File: config.mk
export PLATFORM = sky130hd
export DESIGN_NAME = fc_argmax
export DESIGN_NICKNAME = d
export VERILOG_FILES = /design/src/rtl/fc_pkg.sv /design/src/rtl/fp32_gt.sv /design/src/rtl/fc_argmax.sv
export SDC_FILE = /design/constraint.sdc
export NUM_CORES = 1
export LEC_CHECK = 0
export ABC_CLOCK_PERIOD_IN_PS = 62700
export CAP_MARGIN = 15
export CORE_MARGIN = 5
export CORE_UTILIZATION = 35
export DETAILED_ROUTE_END_ITERATION = 8
export GPL_TIMING_DRIVEN = 0
export HOLD_SLACK_MARGIN = 0.15
export SYNTH_ARGS = -nofsm -noshare
export SYNTH_HDL_FRONTEND = slang
export SYNTH_SLANG_ARGS = --single-unit
File: constraint.sdc
create_clock -name clk -period 62.7 [get_ports clk]
set_clock_uncertainty 0.2 [all_clocks]
set_input_delay 12.54 -clock clk [delete_from_list [all_inputs] [get_ports clk]]
set_output_delay 12.54 -clock clk [all_outputs]
set_load 0.02 [all_outputs]
File: src/rtl/fc_pkg.sv
// Shared FP32 field constants, default class count and FSM encoding for fc_argmax.
package fc_pkg;

    localparam int FP_SIGN_BIT = 31;
    localparam int FP_EXP_MSB  = 30;
    localparam int FP_EXP_LSB  = 23;
    localparam int FP_MAN_MSB  = 22;
    localparam logic [FP_EXP_MSB-FP_EXP_LSB:0] FP_EXP_ONES = '1;

    localparam int N_CLASSES_DEF = 10;

    typedef enum logic [1:0] {
        ST_IDLE = 2'd0,
        ST_SCAN = 2'd1,
        ST_HOLD = 2'd2
    } state_t;

    function automatic logic fp32_is_nan(input logic [31:0] x);
        return (x[FP_EXP_MSB:FP_EXP_LSB] == FP_EXP_ONES) && (x[FP_MAN_MSB:0] != '0);
    endfunction

endpackage

File: src/rtl/fp32_gt.sv
// Combinational FP32 strict greater-than (a > b) in sign-magnitude form; NaN never wins.
module fp32_gt
    import fc_pkg::*;
(
    input  logic [31:0] a_i,
    input  logic [31:0] b_i,
    output logic        gt_o
);

    logic a_nan;
    logic b_nan;
    logic both_zero;
    logic a_neg;
    logic b_neg;
    logic [FP_SIGN_BIT-1:0] a_mag;
    logic [FP_SIGN_BIT-1:0] b_mag;

    assign a_nan     = fp32_is_nan(a_i);
    assign b_nan     = fp32_is_nan(b_i);
    assign a_neg     = a_i[FP_SIGN_BIT];
    assign b_neg     = b_i[FP_SIGN_BIT];
    assign a_mag     = a_i[FP_SIGN_BIT-1:0];
    assign b_mag     = b_i[FP_SIGN_BIT-1:0];
    assign both_zero = (a_mag == '0) && (b_mag == '0);

    always_comb begin
        gt_o = 1'b0;
        if (a_nan) begin
            gt_o = 1'b0;
        end else if (b_nan) begin
            gt_o = 1'b1;
        end else if (both_zero) begin
            // +0 and -0 compare equal
            gt_o = 1'b0;
        end else if (!a_neg && b_neg) begin
            gt_o = 1'b1;
        end else if (a_neg && !b_neg) begin
            gt_o = 1'b0;
        end else if (!a_neg) begin
            gt_o = (a_mag > b_mag);
        end else begin
            gt_o = (a_mag < b_mag);
        end
    end

endmodule

File: src/rtl/fc_argmax.sv
// Sequential argmax over an FP32 score vector, one element per clock.
// Optional runner-up tracking is enabled by defining FC_ARGMAX_SECOND_EN.
module fc_argmax
    import fc_pkg::*;
#(
    parameter int N_CLASSES = N_CLASSES_DEF,
    parameter int DATA_W    = 32,
    parameter int IDX_W     = 4
) (
    input  logic                          clk,
    input  logic                          reset,
    input  logic [N_CLASSES*DATA_W-1:0]   iScores,
    input  logic                          iValid,
    output logic                          oInReady,
    output logic                          oValid,
    input  logic                          iOutReady,
    output logic [IDX_W-1:0]              oClass,
    output logic [DATA_W-1:0]             oMaxScore
`ifdef FC_ARGMAX_SECOND_EN
    ,
    output logic [IDX_W-1:0]              oSecondClass,
    output logic [DATA_W-1:0]             oSecondScore
`endif
);

    state_t              state_q, state_d;
    logic [IDX_W-1:0]    cnt_q, cnt_d;
    logic [DATA_W-1:0]   best_q, best_d;
    logic [IDX_W-1:0]    idx_q, idx_d;
    logic [DATA_W-1:0]   vec_q [N_CLASSES];
    logic [DATA_W-1:0]   elem;
    logic                elem_gt_best;
    logic                accept;
    logic                last;

    assign elem = vec_q[cnt_q];
    assign last = (cnt_q == IDX_W'(N_CLASSES - 1));

    fp32_gt u_gt_best (
        .a_i  (elem),
        .b_i  (best_q),
        .gt_o (elem_gt_best)
    );

`ifdef FC_ARGMAX_SECOND_EN
    logic [DATA_W-1:0]   sec_q, sec_d;
    logic [IDX_W-1:0]    sec_idx_q, sec_idx_d;
    logic                sec_set_q, sec_set_d;
    logic                elem_gt_sec;

    fp32_gt u_gt_sec (
        .a_i  (elem),
        .b_i  (sec_q),
        .gt_o (elem_gt_sec)
    );
`endif

    always_comb begin
        state_d = state_q;
        cnt_d   = cnt_q;
        best_d  = best_q;
        idx_d   = idx_q;
        accept  = 1'b0;
`ifdef FC_ARGMAX_SECOND_EN
        sec_d     = sec_q;
        sec_idx_d = sec_idx_q;
        sec_set_d = sec_set_q;
`endif
        case (state_q)
            ST_IDLE: begin
                if (iValid) begin
                    accept  = 1'b1;
                    best_d  = iScores[DATA_W-1:0];
                    idx_d   = '0;
                    cnt_d   = IDX_W'(1);
                    state_d = ST_SCAN;
`ifdef FC_ARGMAX_SECOND_EN
                    sec_d     = '0;
                    sec_idx_d = '0;
                    sec_set_d = 1'b0;
`endif
                end
            end
            ST_SCAN: begin
                if (elem_gt_best) begin
                    best_d = elem;
                    idx_d  = cnt_q;
                end
`ifdef FC_ARGMAX_SECOND_EN
                // Unset or NaN runner-up is displaced by any non-NaN element.
                if (elem_gt_best) begin
                    sec_d     = best_q;
                    sec_idx_d = idx_q;
                    sec_set_d = 1'b1;
                end else if (!fp32_is_nan(elem) && (!sec_set_q || elem_gt_sec)) begin
                    sec_d     = elem;
                    sec_idx_d = cnt_q;
                    sec_set_d = 1'b1;
                end
`endif
                if (last) begin
                    state_d = ST_HOLD;
                end else begin
                    cnt_d = cnt_q + IDX_W'(1);
                end
            end
            ST_HOLD: begin
                if (iOutReady) begin
                    state_d = ST_IDLE;
                end
            end
            default: begin
                state_d = ST_IDLE;
            end
        endcase
    end

    always_ff @(posedge clk or negedge reset) begin
        if (!reset) begin
            state_q <= ST_IDLE;
            cnt_q   <= '0;
            best_q  <= '0;
            idx_q   <= '0;
        end else begin
            state_q <= state_d;
            cnt_q   <= cnt_d;
            best_q  <= best_d;
            idx_q   <= idx_d;
        end
    end

`ifdef FC_ARGMAX_SECOND_EN
    always_ff @(posedge clk or negedge reset) begin
        if (!reset) begin
            sec_q     <= '0;
            sec_idx_q <= '0;
            sec_set_q <= 1'b0;
        end else begin
            sec_q     <= sec_d;
            sec_idx_q <= sec_idx_d;
            sec_set_q <= sec_set_d;
        end
    end

    assign oSecondClass = sec_idx_q;
    assign oSecondScore = sec_q;
`endif

    // Vector snapshot: data only, never needs reset since reads are gated by the FSM.
    always_ff @(posedge clk) begin
        if (accept) begin
            for (int i = 0; i < N_CLASSES; i++) begin
                vec_q[i] <= iScores[i*DATA_W +: DATA_W];
            end
        end
    end

    assign oInReady  = (state_q == ST_IDLE) && reset;
    assign oValid    = (state_q == ST_HOLD);
    assign oClass    = idx_q;
    assign oMaxScore = best_q;

endmodule

* Yosys cells after proc, flatten, opt, wreduce, memory -nomap -nowiden
Memories as Yosys holds them, arrays and structs flattened.
Index checks and enable logic that the tools add are counted.
** Operators by class
- Add/sub/neg operators :: 1
- $lt $le $gt $ge :: 2
- Equality and inequality tests :: 10
- Mux-type cells :: 23
- Reductions and logical operators :: 17
** Operator list (count)
- $mux W32 :: 2
- $pmux W32 S2 :: 1
- $logic_not A31 Y1 :: 2
- $reduce_bool A23 Y1 :: 2
- $gt A31 B31 Y1 :: 1
- $lt A31 B31 Y1 :: 1
- $eq A8 B8 Y1 const B :: 2
- $mux W4 :: 4
- $pmux W4 S2 :: 2
- $mux W1 :: 10
- $reduce_and A3 Y1 :: 3
- $ne A2 B2 Y1 const B :: 4
- $logic_and A1 B1 Y1 :: 6
- $mux W2 :: 3
- $pmux W2 S3 :: 1
- $add A4 B1 Y4 const B :: 1
- $eq A4 B4 Y1 const B :: 1
- $eq A2 B1 Y1 const B :: 1
- $eq A2 B2 Y1 const B :: 1
- $logic_not A1 Y1 :: 2
- $logic_not A2 Y1 :: 1
- $ne A2 B1 Y1 const B :: 1
- $reduce_bool A2 Y1 :: 1
** Word-level totals
- Flip-flop bits (word level) :: 42
- Memory bits (writable) :: 320
- Input bits :: 324
- Logic and storage cells :: 58
- Memories kept :: 1
** Memory list
- vec_q :: words 10, width 32, rd ports 1, clocked after memory_dff 0, wr ports 10, line fc_argmax.sv:30 : logic [DATA_W-1:0] vec_q [N_CLASSES];

* Longest topological paths before layout
An unclocked memory read counts as a cell.
- Depth in word-level cells :: 10
- Mapped depth :: 18
- Gate-level depth less buffers :: 13

* By module
From an unflattened synthesis, not the netlist that was laid out.
** Second synthesis, totals
- Cell total of the unflattened synthesis :: 880
- Area total of the unflattened synthesis :: 15270.9 µm²
** By module, submodules not included
- fc_argmax :: times used 1, cells an instance 736, area each 14269.9 µm²
- fp32_gt :: times used 1, cells an instance 144, area each 1001.0 µm²

* Least setup slack after synthesis
Ideal clock, no wire load.
- Kind :: input -> register
- Start :: in iValid
- End :: reg idx_q[1], in the netlist oClass[1]
- Library setup time :: 0.128 ns
- Arrival :: 38.180 ns
- Data required time :: 62.372 ns
- Slack :: 24.192 ns
- Stages :: 6
- Cell sequence :: nor3b_1 > or2_2 > a31oi_1 > a211o_1 > buf_6 > mux2_1
** On the way
- Longest elaborated chain between the ends :: 2
** RTL lines
- from (decl) :: line fc_argmax.sv:13 : input logic iValid,
- $ne A2 B2 Y1 (no source line)
- $reduce_and A3 Y1 (no source line)
- to (signal assigned) :: line fc_argmax.sv:128 : idx_q <= idx_d;
- to (decl) :: line fc_argmax.sv:29 : logic [IDX_W-1:0] idx_q, idx_d;
No other way between the ends.
A chain may end at the register's enable or synchronous reset.

* Final worst setup path
- Start :: in reset
- End :: out oInReady
** On the way
- Longest elaborated chain between the ends :: 1
** RTL lines
- from (decl) :: line fc_argmax.sv:11 : input logic reset,
- $logic_and A1 B1 Y1 :: line fc_argmax.sv:158 : assign oInReady = (state_q == ST_IDLE) && reset;
- to (decl) :: line fc_argmax.sv:14 : output logic oInReady,
No other way between the ends.

==> impl_metrics.env <==
export IMPL_synthArstFlopShare=0.116
export IMPL_cap_violations=0
export IMPL_hp_start="oClass[2]"
export IMPL_max_stage_delay_ns=0.66
export IMPL_nFillCells=3658
export IMPL_timing_rr_start="cnt_q[1]"
export IMPL_grt_util_met2=0.312
export IMPL_worst_pin_slew_ns=1.05
export IMPL_grt_pass1_wl_mm=65.6
export IMPL_syn_area_sq_mm=0.0151
export IMPL_relSlewSlack=0.300
export IMPL_leakage_nw=7.56
export IMPL_combPwrFrac=0.446
export IMPL_hold_path_endpoint="oClass[2]"
export IMPL_clkPwrFrac=0.228
export IMPL_clock_fmax_mhz=37.8
export IMPL_grt_max_degree=34
export IMPL_drtIter0Drc=593
export IMPL_yosys_register_bits=362
export IMPL_routedWlPerCell_microns=23.9
export IMPL_max_vdd_ir_drop_mv=0.0262
export IMPL_hold_viol=0
export IMPL_clkTransAtPathRegs_ns=0.06
export IMPL_floorplan_initialDensity=0.353
export IMPL_die_h_microns=218
export IMPL_r2r_worst_path_cells=17
export IMPL_drc=0
export IMPL_ff_latch_area_sq_mm=0.0107
export IMPL_dpl_worst_slack_ns=36.25
export IMPL_core_sq_mm=0.0429
export IMPL_row_count=76
export IMPL_period_share=0.422
export IMPL_io_pins=362
export IMPL_switching_share=0.361
export IMPL_setup_ws_ns=36.26
export IMPL_cts_root_buf="clkbuf_16"
export IMPL_final_common_cell="clkdlybuf4s50_1"
export IMPL_ys_seq_area_frac=0.705
export IMPL_slew_viol_final=0
export IMPL_vias=9355
export IMPL_yosysTopAreaCellShare=0.635
export IMPL_hpwlAfterDp_mm=34.8
export IMPL_ys_top_cells_by_area="edfxtp_1 (64%), mux4_2 (9.5%), dfrtp_1 (6.9%), mux2i_1 (5.2%), ha_1 (2.7%)"
export IMPL_insertion_delay_ns=0.56
export IMPL_crit_family="buffers and inverters"
export IMPL_p_switching_mw=0.371
export IMPL_critPathLaunchType="input port"
export IMPL_synth_ff_type="edfxtp_1"
export IMPL_period_minus_slack_ns=26.44
export IMPL_crit_slowest_cell="clkdlybuf4s50_1"
export IMPL_fin_tns_setup_ns=0
export IMPL_antenna_left=0
export IMPL_power_density_mw_per_mm2=48.6
export IMPL_yosys_area_top_type="edfxtp_1"
export IMPL_cts_hold_buf=0
export IMPL_place_port_buffers=361
export IMPL_hold_path_depth=1
export IMPL_area_delta_synth_final_pct=39.8
export IMPL_r2r_end="oMaxScore[1]"
export IMPL_clkSinkCount=362
export IMPL_ctsLongestPathBuffers=3
export IMPL_grtUsageMet1=0.249
export IMPL_layout_drive_gt1_share=0.136
export IMPL_ys_warn_count=0
export IMPL_crit_required_ns=49.96
export IMPL_ys_types=48
export IMPL_rsz0062_at_grt="no"
export IMPL_antenna_found_initial=4
export IMPL_path_cells="buf_2, nor3b_1, clkdlybuf4s50_1"
export IMPL_r2r_slack_ns=57.49
export IMPL_path_max_fanout=11
export IMPL_via_per_inst=4.91
export IMPL_grt_busiest_layer="met2"
export IMPL_final_cell_mix="clkdlybuf4s50_1 (360), edfxtp_1 (320), mux2i_1 (78), mux4_2 (64), a21oi_1 (50)"
export IMPL_intPower_mw=0.657
export IMPL_nets=1645
export IMPL_synth_cells=854
export IMPL_outcome="completed"
export IMPL_synth_edf_count=320
export IMPL_grt_usage=0.189
export IMPL_multi_input_comb_area_sq_mm=0.00406
export IMPL_die_w_microns=218
export IMPL_grt_overflow_total=0
export IMPL_grt_pass1_vias=10073
export IMPL_worst_ep_arrival_time_ns=13.70
export IMPL_crit_buf_inv=2
export IMPL_postCtsSetupBuffers=0
export IMPL_synth_avg_cell_area_sq_um=17.7
export IMPL_globalplace_congestion=0.832
export IMPL_hp_class="register to register"
export IMPL_routed_wl_mm=45.5
export IMPL_numCtsBuffers=42
export IMPL_cts_tree="built"
export IMPL_crit_type="input port to primary output"
export IMPL_die_area_sq_mm=0.0475
export IMPL_ctsResizeCount=0
export IMPL_grt_met3_usage=0.0487
export IMPL_synth_fp_nets=1211
export IMPL_dr_pass1_iters=6
export IMPL_htreeDepth=2
export IMPL_cp_end_kind="primary output"
export IMPL_final_setup_viol_count=0
export IMPL_seqPwrFrac=0.327
==> kinds of logic (layout without fill, tap and decap cells) <==
family,after synthesis,in the layout,share of synthesized area
and+or+nand+nor,122,122,0.0428
AOI/OAI and AO/OA,111,111,0.0462
muxes,148,148,0.151
buffers and inverters,77,541,0.0270
xor gates and xnor gates,1,1,0.000579
DFF,362,362,0.705
adders and majority gates,33,33,0.0273
other,0,2,0
==> cell type report <==
cell class / instances / area share
sequential: 362 / 0.504
multi-input combinational: 415 / 0.192
timing repair buffer: 390 / 0.187
clock buffer: 54 / 0.0533
tap: 585 / 0.0346
buffer: 42 / 0.0131
clock inverter: 20 / 0.00882
inverter: 35 / 0.00621
antenna: 2 / 0.000237
==> power by group through the flow <==
stage / combinational (mW) / clock (mW) / sequential, mW
finish: 0.458 / 0.234 / 0.336
global route: 0.499 / 0.251 / 0.341
CTS: 0.467 / 0.241 / 0.336
detailed placement: 0.465 / 0 / 0.341
global placement: 0.452 / 0 / 0.388
floorplan: 0.276 / 0 / 0.383
==> layer usage <==
metal,vias to the layer above,share of wire,wire (microns)
met5,-,0.0013,58
met4,8,0.022,1010
met3,71,0.068,3120
met2,322,0.48,21900
met1,4663,0.43,19400
li1,4291,-,-
==> sequential cells by signal, indices dropped and copies added (netlist names) <==
| register | count |
|---|---|
| oMaxScore | 32 |
| cnt_q | 4 |
| oClass | 4 |
| vec_q | 320 |
| state_q | 2 |
==> synthesized netlist by cell type (3+ instances only) <==
library cell,n
buf_6,6
ha_1,33
a22oi_1,16
nor2b_1,7
o211ai_1,17
clkbuf_1,14
nand2b_1,18
buf_4,3
nand2_1,38
and4_1,3
o21ai_0,8
mux2_1,4
nand3_1,4
nor4_1,10
mux2i_1,78
or4_1,3
nor3_1,7
a211oi_1,7
nand4_1,6
nor2_1,14
buf_12,3
edfxtp_1,320
a21oi_1,50
dfrtp_1,42
buf_1,4
buf_2,12
mux4_2,64
nand4b_1,3
inv_1,35
==> how the worst max path moves through the flow <==
stage,from,end,cells after the start
after global placement,iValid,cnt_q[1],5
final,reset,oInReady,3
after floorplan,iValid,oClass[1],6
after detailed placement,reset,oInReady,3
after global routing,reset,oInReady,3
after CTS,reset,oInReady,3
==> per-stage QoR <==
stage               std cells  utilization  instance area [sq um]  power, mW  hold WS, ns
floorplan                 854            -                  15100      0.659        0.408
finish                   1905        0.493                  21100       1.03        0.293
global placement         1800        0.454                  19500      0.840        0.276
detailed placement       1829        0.462                  19800      0.806        0.281
CTS                      1903        0.493                  21100       1.04        0.294
global route             1903        0.493                  21100       1.09        0.311
Note: power is estimated with default switching activity, not from simulation.
